File: src/rtl/mem_arb_pkg.sv
// Shared types and constants for the fetch/data memory arbiter.
package mem_arb_pkg;

    typedef enum logic [1:0] {
        OWN_NONE = 2'd0,
        OWN_I    = 2'd1,
        OWN_D    = 2'd2
    } owner_e;

    localparam int unsigned MAX_D_STREAK_DEF = 4;
    localparam logic [3:0]  WE_NONE          = 4'b0000;

endpackage

File: src/rtl/mem_arb_grant.sv
// Combinational priority: data wins unless fetch has waited through a full data streak.
module mem_arb_grant
    import mem_arb_pkg::*;
#(
    parameter int unsigned MAX_D_STREAK = MAX_D_STREAK_DEF
) (
    input  logic       i_req,
    input  logic       d_req,
    input  logic [3:0] d_streak,
    output logic       i_gnt,
    output logic       d_gnt
);

    logic at_limit;

    always_comb begin
        at_limit = (d_streak == 4'(MAX_D_STREAK));
        d_gnt    = d_req & ~(i_req & at_limit);
        i_gnt    = i_req & ~d_gnt;
    end

endmodule

File: src/rtl/mem_arbiter.sv
// Single-port memory arbiter between CPU fetch and load/store ports.
// Optional performance counters are built when MEM_ARB_PERF_EN is defined.
module mem_arbiter
    import mem_arb_pkg::*;
#(
    parameter int unsigned AW           = 32,
    parameter int unsigned DW           = 32,
    parameter int unsigned MAX_D_STREAK = MAX_D_STREAK_DEF
) (
    input  logic          clk,
    input  logic          reset,
    input  logic          i_req,
    input  logic [AW-1:0] i_addr,
    output logic          i_gnt,
    output logic          i_rvalid,
    output logic [DW-1:0] i_rdata,
    input  logic          d_req,
    input  logic [AW-1:0] d_addr,
    input  logic [3:0]    d_we,
    input  logic [DW-1:0] d_wdata,
    output logic          d_gnt,
    output logic          d_rvalid,
    output logic [DW-1:0] d_rdata,
    output logic          m_en,
    output logic [AW-1:0] m_addr,
    output logic [3:0]    m_we,
    output logic [DW-1:0] m_wdata,
    input  logic [DW-1:0] m_rdata
`ifdef MEM_ARB_PERF_EN
    ,
    output logic [31:0]   conflict_cnt,
    output logic [31:0]   i_wait_cnt,
    output logic [31:0]   starve_cnt
`endif
);

    logic       i_req_v, d_req_v;
    logic [3:0] d_streak_q, d_streak_d;
    owner_e     owner_q, owner_d;

    assign i_req_v = i_req & ~reset;
    assign d_req_v = d_req & ~reset;

    mem_arb_grant #(.MAX_D_STREAK(MAX_D_STREAK)) u_grant (
        .i_req    (i_req_v),
        .d_req    (d_req_v),
        .d_streak (d_streak_q),
        .i_gnt    (i_gnt),
        .d_gnt    (d_gnt)
    );

    always_comb begin
        d_streak_d = '0;
        owner_d    = OWN_NONE;
        if (d_gnt) begin
            d_streak_d = (d_streak_q >= 4'(MAX_D_STREAK)) ? 4'(MAX_D_STREAK)
                                                          : d_streak_q + 4'd1;
            owner_d    = OWN_D;
        end else if (i_gnt) begin
            owner_d    = OWN_I;
        end
    end

    always_comb begin
        m_en    = i_gnt | d_gnt;
        m_addr  = '0;
        m_we    = WE_NONE;
        m_wdata = '0;
        if (d_gnt) begin
            m_addr  = d_addr;
            m_we    = d_we;
            m_wdata = d_wdata;
        end else if (i_gnt) begin
            m_addr  = i_addr;
            m_wdata = d_wdata;
        end
    end

    always_ff @(posedge clk) begin
        if (reset) begin
            d_streak_q <= '0;
            owner_q    <= OWN_NONE;
        end else begin
            d_streak_q <= d_streak_d;
            owner_q    <= owner_d;
        end
    end

    // rvalid is masked while reset is high so a response already in flight is dropped.
    assign i_rvalid = (owner_q == OWN_I) & ~reset;
    assign d_rvalid = (owner_q == OWN_D) & ~reset;
    assign i_rdata  = i_rvalid ? m_rdata : '0;
    assign d_rdata  = d_rvalid ? m_rdata : '0;

`ifdef MEM_ARB_PERF_EN
    logic [31:0] conflict_q, i_wait_q, starve_q;
    logic        starve_ev;

    assign starve_ev = i_gnt & d_req_v & (d_streak_q == 4'(MAX_D_STREAK));

    always_ff @(posedge clk) begin
        if (reset) begin
            conflict_q <= '0;
            i_wait_q   <= '0;
            starve_q   <= '0;
        end else begin
            if (i_req & d_req)  conflict_q <= conflict_q + 32'd1;
            if (i_req & ~i_gnt) i_wait_q   <= i_wait_q + 32'd1;
            if (starve_ev)      starve_q   <= starve_q + 32'd1;
        end
    end

    assign conflict_cnt = conflict_q;
    assign i_wait_cnt   = i_wait_q;
    assign starve_cnt   = starve_q;
`endif

endmodule
File: config.mk
export PLATFORM = sky130hd
export DESIGN_NAME = mem_arbiter
export DESIGN_NICKNAME = d
export VERILOG_FILES = /design/src/rtl/mem_arb_pkg.sv /design/src/rtl/mem_arb_grant.sv /design/src/rtl/mem_arbiter.sv
export SDC_FILE = /design/constraint.sdc
export NUM_CORES = 1
export LEC_CHECK = 0
export CORE_AREA = 2 2 107 109
export CTS_CLUSTER_DIAMETER = 80
export DETAILED_ROUTE_END_ITERATION = 10
export DIE_AREA = 0 0 109 111
export GPL_TIMING_DRIVEN = 0
export SYNTH_ARGS = -nofsm -noshare
export SYNTH_HDL_FRONTEND = slang
export SYNTH_SLANG_ARGS = --single-unit
File: constraint.sdc
create_clock -name clk -period 3.2 [get_ports clk]
set_clock_uncertainty 0.05 [all_clocks]
set_input_delay 0.64 -clock clk [delete_from_list [all_inputs] [get_ports clk]]
set_output_delay 0.64 -clock clk [all_outputs]
set_load 0.05 [all_outputs]
==> results of run 1 <==
-- where the power goes --
group	switching (uW)	internal (uW)	leakage, uW
clock network	39.4	160	0.0000370
logic	347	270	0.00166
registers	3.29	78.6	0.0000495
total	390	508	0.00174
-- path summary, 6_finish.rpt --
check / startpoint / end / slack (ns) / cells past startpoint
setup / recovery: reset / d_rdata[30] / 0.04 / 5
hold / removal: d_streak_q[0] / d_streak_q[0] / 0.42 / 1
setup reg to reg: d_streak_q[0] / d_streak_q[2] / 1.75 / 6
hold reg to reg: d_streak_q[0] / d_streak_q[0] / 0.42 / 1
-- worst register-to-register path, delay by kind of cell (launching register included) --
| family | cells | cell delay [ns] |
|---|---|---|
| AO/OA/AOI/OAI | 2 | 0.33 |
| buffers and inverters | 3 | 0.42 |
| flip-flops | 1 | 0.35 |
| adder cells (fa/ha/maj) | 1 | 0.23 |
-- sequential cells by signal, indices dropped and copies added (netlist names) --
signal and cells:
d_streak_q 4, owner_q 2
-- cells by family after synthesis --
group	Yosys count	share of synthesized area, %
other cells	1	0.296
fa+ha+maj	2	1.98
compound gates	37	25.9
flops	6	9.50
buf+inv	19	8.31
simple gates	109	54.0
-- layout make-up --
| cell class | count | area [um^2] | area share [%] |
|---|---|---|---|
| Multi-Input combinational cell | 149 | 1060 | 24.9 |
| Inverter | 3 | 11.3 | 0.266 |
| Tap cell | 143 | 179 | 4.22 |
| Buffer | 16 | 93.8 | 2.21 |
| Clock buffer | 3 | 75.1 | 1.77 |
| Timing Repair Buffer | 272 | 2700 | 63.8 |
| Sequential cell | 6 | 120 | 2.83 |
-- cells in the mapped netlist --
cell,number
ha_1,2
a41oi_2,1
a41oi_1,1
nor4b_1,1
buf_6,2
a22o_1,32
dfxtp_1,6
and2_1,100
a21oi_2,1
buf_4,4
nand2b_1,2
nor4_1,1
clkbuf_1,7
a21oi_1,1
conb_1,1
o31a_1,1
nand3b_1,1
inv_1,3
nor3b_1,2
buf_2,3
nor2_1,2
-- metal layers --
metal	vias up	track usage [%]
met5	-	0
met4	0	3.16
met3	14	3.94
met2	143	22.9
met1	1018	13.4
li1	1137	-
-- repair_timing --
item                       4_1_cts  5_1_grt
gates cloned                     0        0
resized for setup              376       43
setup endpoints to repair      137      112
-- stage by stage --
stage	std cells	total power, uW	instance area (um^2)	hold WS (ns)
6_report	592	898	4240	0.420
5_1_grt	592	937	4240	0.425
4_1_cts	592	913	4370	0.418
3_5_place_dp	589	733	4170	0.413
3_3_place_gp	589	730	4170	0.397
2_1_floorplan	174	414	1260	0.378
==> metrics, run 1 <==
Setup-failing EPs final=0; most frequent cells in the layout=135 x clkdlybuf4s50_1, 100 x and2_1, 92 x clkdlybuf4s15_2; diodes inserted=0; total CTS buffers=3; dpl hpwl=around 7.1 mm; die area=12100 um^2; initial antenna violation count=0; Slew @ Worst Pin=0.513 ns; WP buf/inv=3; Slew HR=roughly two thirds; Final GP Congestion=roughly 0.82; crit start category=input port; CTS tree=yes; FF+latch count, synth=6; Yosys warnings=0; commonest non-fill, non-tap cell in the layout=clkdlybuf4s50_1; WL per Instance=13.8 um; 1st-pass router iterations=4; Distinct cells, synth=21; final worst-path cycle share=between 90 and 100%; Place WS=-0.677 ns; CP max FO=10; Synth top area share=around 49%; Fmax=~320 MHz; RSZ-0062 raised after global routing=yes; max-slew violations=0; Initial Util=11.4%; CP endpoint kind=output pin; pwr dens=~210 nW/um^2; metal2 WL=just over 4 mm; Tmin final=3.16 ns; GRT Total Usage=12.4%; MaxCap Viol Count=0; Clock transition at path regs=0.03 ns; layout cell share with drive strength beyond 1=~30%; setup ws final=0.0435 ns; CP top delay family=buffers and inverters; core area=approximately 11000 um^2; Clock Tree Buf Depth=2; later-pin clock latency in the skew report=approximately 0.23 ns; Final ANT Viol Nets=0; CP max-delay cell=clkdlybuf4s50_1; port bufs=272; vias per cell=about 3.9; clock sink count=6; setup bufs post-CTS=0; fillers=~1100; grt ovf=0; area grow syn2layout=235%; synthesized net count=between 300 and 400; vias=around 2300; Worst EP required=between 2 and 3 ns; largest cells by area after synthesis=and2_1 49%, a22o_1 22%, dfxtp_1 9.5%, buf_4 2.4%, clkbuf_1 2.1%; Clock H-tree levels=1; largest net degree at the start of global routing=11; post-synthesis sequential area ratio=under 10%; max layer used=met4; Max IR drop VDD=between 0.15 and 0.2 mV; fin util=roughly two fifths; Rows=39; slowest cell delay on critical path=roughly 0.5 ns; number of top-level pins=between 200 and 300; crit path kind=input port to output pin; die width=roughly 110 um; NumNets Final=589; DR WL met3=~890 um; Final Hold Viols=0; Static Leak=roughly 0.0017 uW; drt drc=0; status=finished clean; routed wire length=between 8 and 9 mm; Post-Synthesis Cells=174; worst path cell trace=clkdlybuf4s50_1, nor3b_2, buf_2, and2_1, clkdlybuf4s15_1; Avg Inst Size Synth=~7.3 um^2; first-pass GRT wire length=12.0 mm; M1 wire length=3.09 mm; vias in the first global route=2325; CP arrival=approximately 2.5 ns; Post-Syn Area=1260 um^2; Worst Hold Class=flip-flop to flip-flop; cell taking the most area after synthesis=and2_1; clk root buf=clkbuf_16; DR iter-0 viols=between 60 and 70; setup TNS=0 ns; DIE HEIGHT=around 110 um; hold_buf cts=0
No activity file was read; power rests on OpenSTA's default activity.
==> run 2, diff against run 1 <==
PLACE_DENSITY = 0.62   (was unset)
==> run 2 against run 1 <==
Critical path depth grew 2; die area is the same; first-iteration DRC count grew 3.2%; largest cell class unchanged; largest power group unchanged.
==> metrics, run 2 (synthesis results as in run 1) <==
Worst EP required=2.51 ns (about the same); CP endpoint kind=output pin; largest net degree at the start of global routing=11 (unchanged); status=finished clean; core area=11100 um^2 (unchanged); Cells after DPL=589 (unchanged); Worst Hold Class=flip-flop to flip-flop; vias per cell=3.93 (+0.61%); area grow syn2layout=234%; CP max FO=10 (unchanged); Max IR drop VDD=0.161 mV (-4.3%); DR iter-0 viols=65 (+3.2%); max-slew violations=0 (unchanged); pwr dens=214 nW/um^2 (+1.1%); MaxCap Viol Count=0 (unchanged); Final ANT Viol Nets=0 (unchanged); Clock H-tree levels=1 (unchanged); grt ovf=0 (unchanged); die area=12100 um^2 (unchanged); worst path cell trace=clkdlybuf4s50_1, nand2b_1, a41oi_2, buf_4, buf_6, a22o_1, buf_2; Placed Instance Area=4170 um^2 (unchanged); number of top-level pins=273 (unchanged); path depth of the worst reg2reg path=6 (unchanged); setup ws final=0.104 ns (+0.0608 ns); Largest register FFs=4 (unchanged); Final GP Congestion=0.910 (+11%); crit start category=input port; RSZ-0062 raised after global routing=no; dpl hpwl=7.36 mm (+3.0%); commonest non-fill, non-tap cell in the layout=clkdlybuf4s50_1; vias=2330 (+0.78%); layout cell share with drive strength beyond 1=29.1% (-0.51 points); Final Hold Viols=0 (unchanged); Top Registers=d_streak_q: 4 flops, owner_q: 2 flops; Fmax=323 MHz (+2.0%); total CTS buffers=3 (unchanged); Largest Register=d_streak_q; most frequent cells in the layout=134 x clkdlybuf4s50_1, 100 x and2_1, 81 x clkdlybuf4s15_2; crit path kind=input port to output pin; setup TNS=0 ns (unchanged); WHS Path Cells=1 (unchanged); worst r2r src=d_streak_q[0]; CP arrival=2.41 ns (-0.06 ns); CP max-delay cell=clkdlybuf4s50_1; Place WS=-0.837 ns (-0.160 ns); Rows=39 (unchanged); WP buf/inv=4 (+1); slowest cell delay on critical path=0.58 ns (+0.07 ns); Clock Tree Buf Depth=2 (unchanged); Static Leak=0.00179 uW (+2.5%); Layout Cells excl Fill=593 (+0.17%); Tmin final=3.10 ns (-0.0608 ns); die width=109 um (unchanged); vias in the first global route=2410 (+3.7%); Critical Path Stages=7 (+2); hold_buf cts=0 (unchanged); Initial Util=11.4% (unchanged); Final Cell Area=4230 um^2 (-0.21%); CP top delay family=buffers and inverters; beginning of the critical path=d_req; first-pass GRT wire length=12.6 mm (+5.4%); routed wire length=8.48 mm (+3.5%); initial antenna violation count=0 (unchanged); later-pin clock latency in the skew report=0.23 ns (about the same); port bufs=272 (unchanged); Setup-failing EPs final=0 (unchanged); diodes inserted=0 (unchanged); DIE HEIGHT=111 um (unchanged); clk root buf=clkbuf_16; final worst-path cycle share=96.7% (-1.9 points); hold wc startpoint=d_streak_q[0]; 1st-pass router iterations=4 (unchanged); drt drc=0 (unchanged); clock sink count=6 (unchanged); GRT Total Usage=13.2% (+0.79 points); Fin Hold WS=0.420 ns (-0.000186 ns); Clock transition at path regs=0.03 ns (about the same); NumNets Final=590 (+0.17%); CTS tree=yes; WL per Instance=14.3 um (+3.3%)
[run 2: layout make-up]
class                           instances  area, um^2
Fill cell                            1169        6850
Timing Repair Buffer                  273        2680
Multi-Input combinational cell        149        1070
Tap cell                              143         179
Sequential cell                         6         120
Buffer                                 16        97.6
Clock buffer                            3        75.1
Inverter                                3        11.3
[run 2: final timing paths]
path	end	slack [ns]
worst min register to register	d_streak_q[0]	0.42
worst max register to register	d_streak_q[2]	1.72
worst min-delay path	d_streak_q[0]	0.42
worst max-delay path	m_addr[9]	0.10
[run 2: metal layers]
layer | GRT usage (%) | part of all wire [%] | up-vias
li1 | - | - | 1138
met1 | 14.9 | 37 | 1054
met2 | 24.9 | 53 | 127
met3 | 2.65 | 8.4 | 11
met4 | 2.99 | 1.3 | 0
met5 | 0 | 0 | -
[run 2: timing repair]
action                     in CTS  in global routing
pin swaps                       0                  0
resized for setup             402                 26
setup buffers                   0                  1
setup endpoints to repair     137                117
[run 2: power by group]
part | switching (uW) | internal, uW
registers | 3.56 | 78.6
logic | 352 | 269
clock network | 42.7 | 160
total | 398 | 508
[run 2: metrics by stage]
stage          power [uW]  utilization [%]
6_report              906             38.2
4_1_cts               913             38.5
5_1_grt               941             38.2
2_1_floorplan         414                -
3_5_place_dp          736             37.6
3_3_place_gp          732             37.6
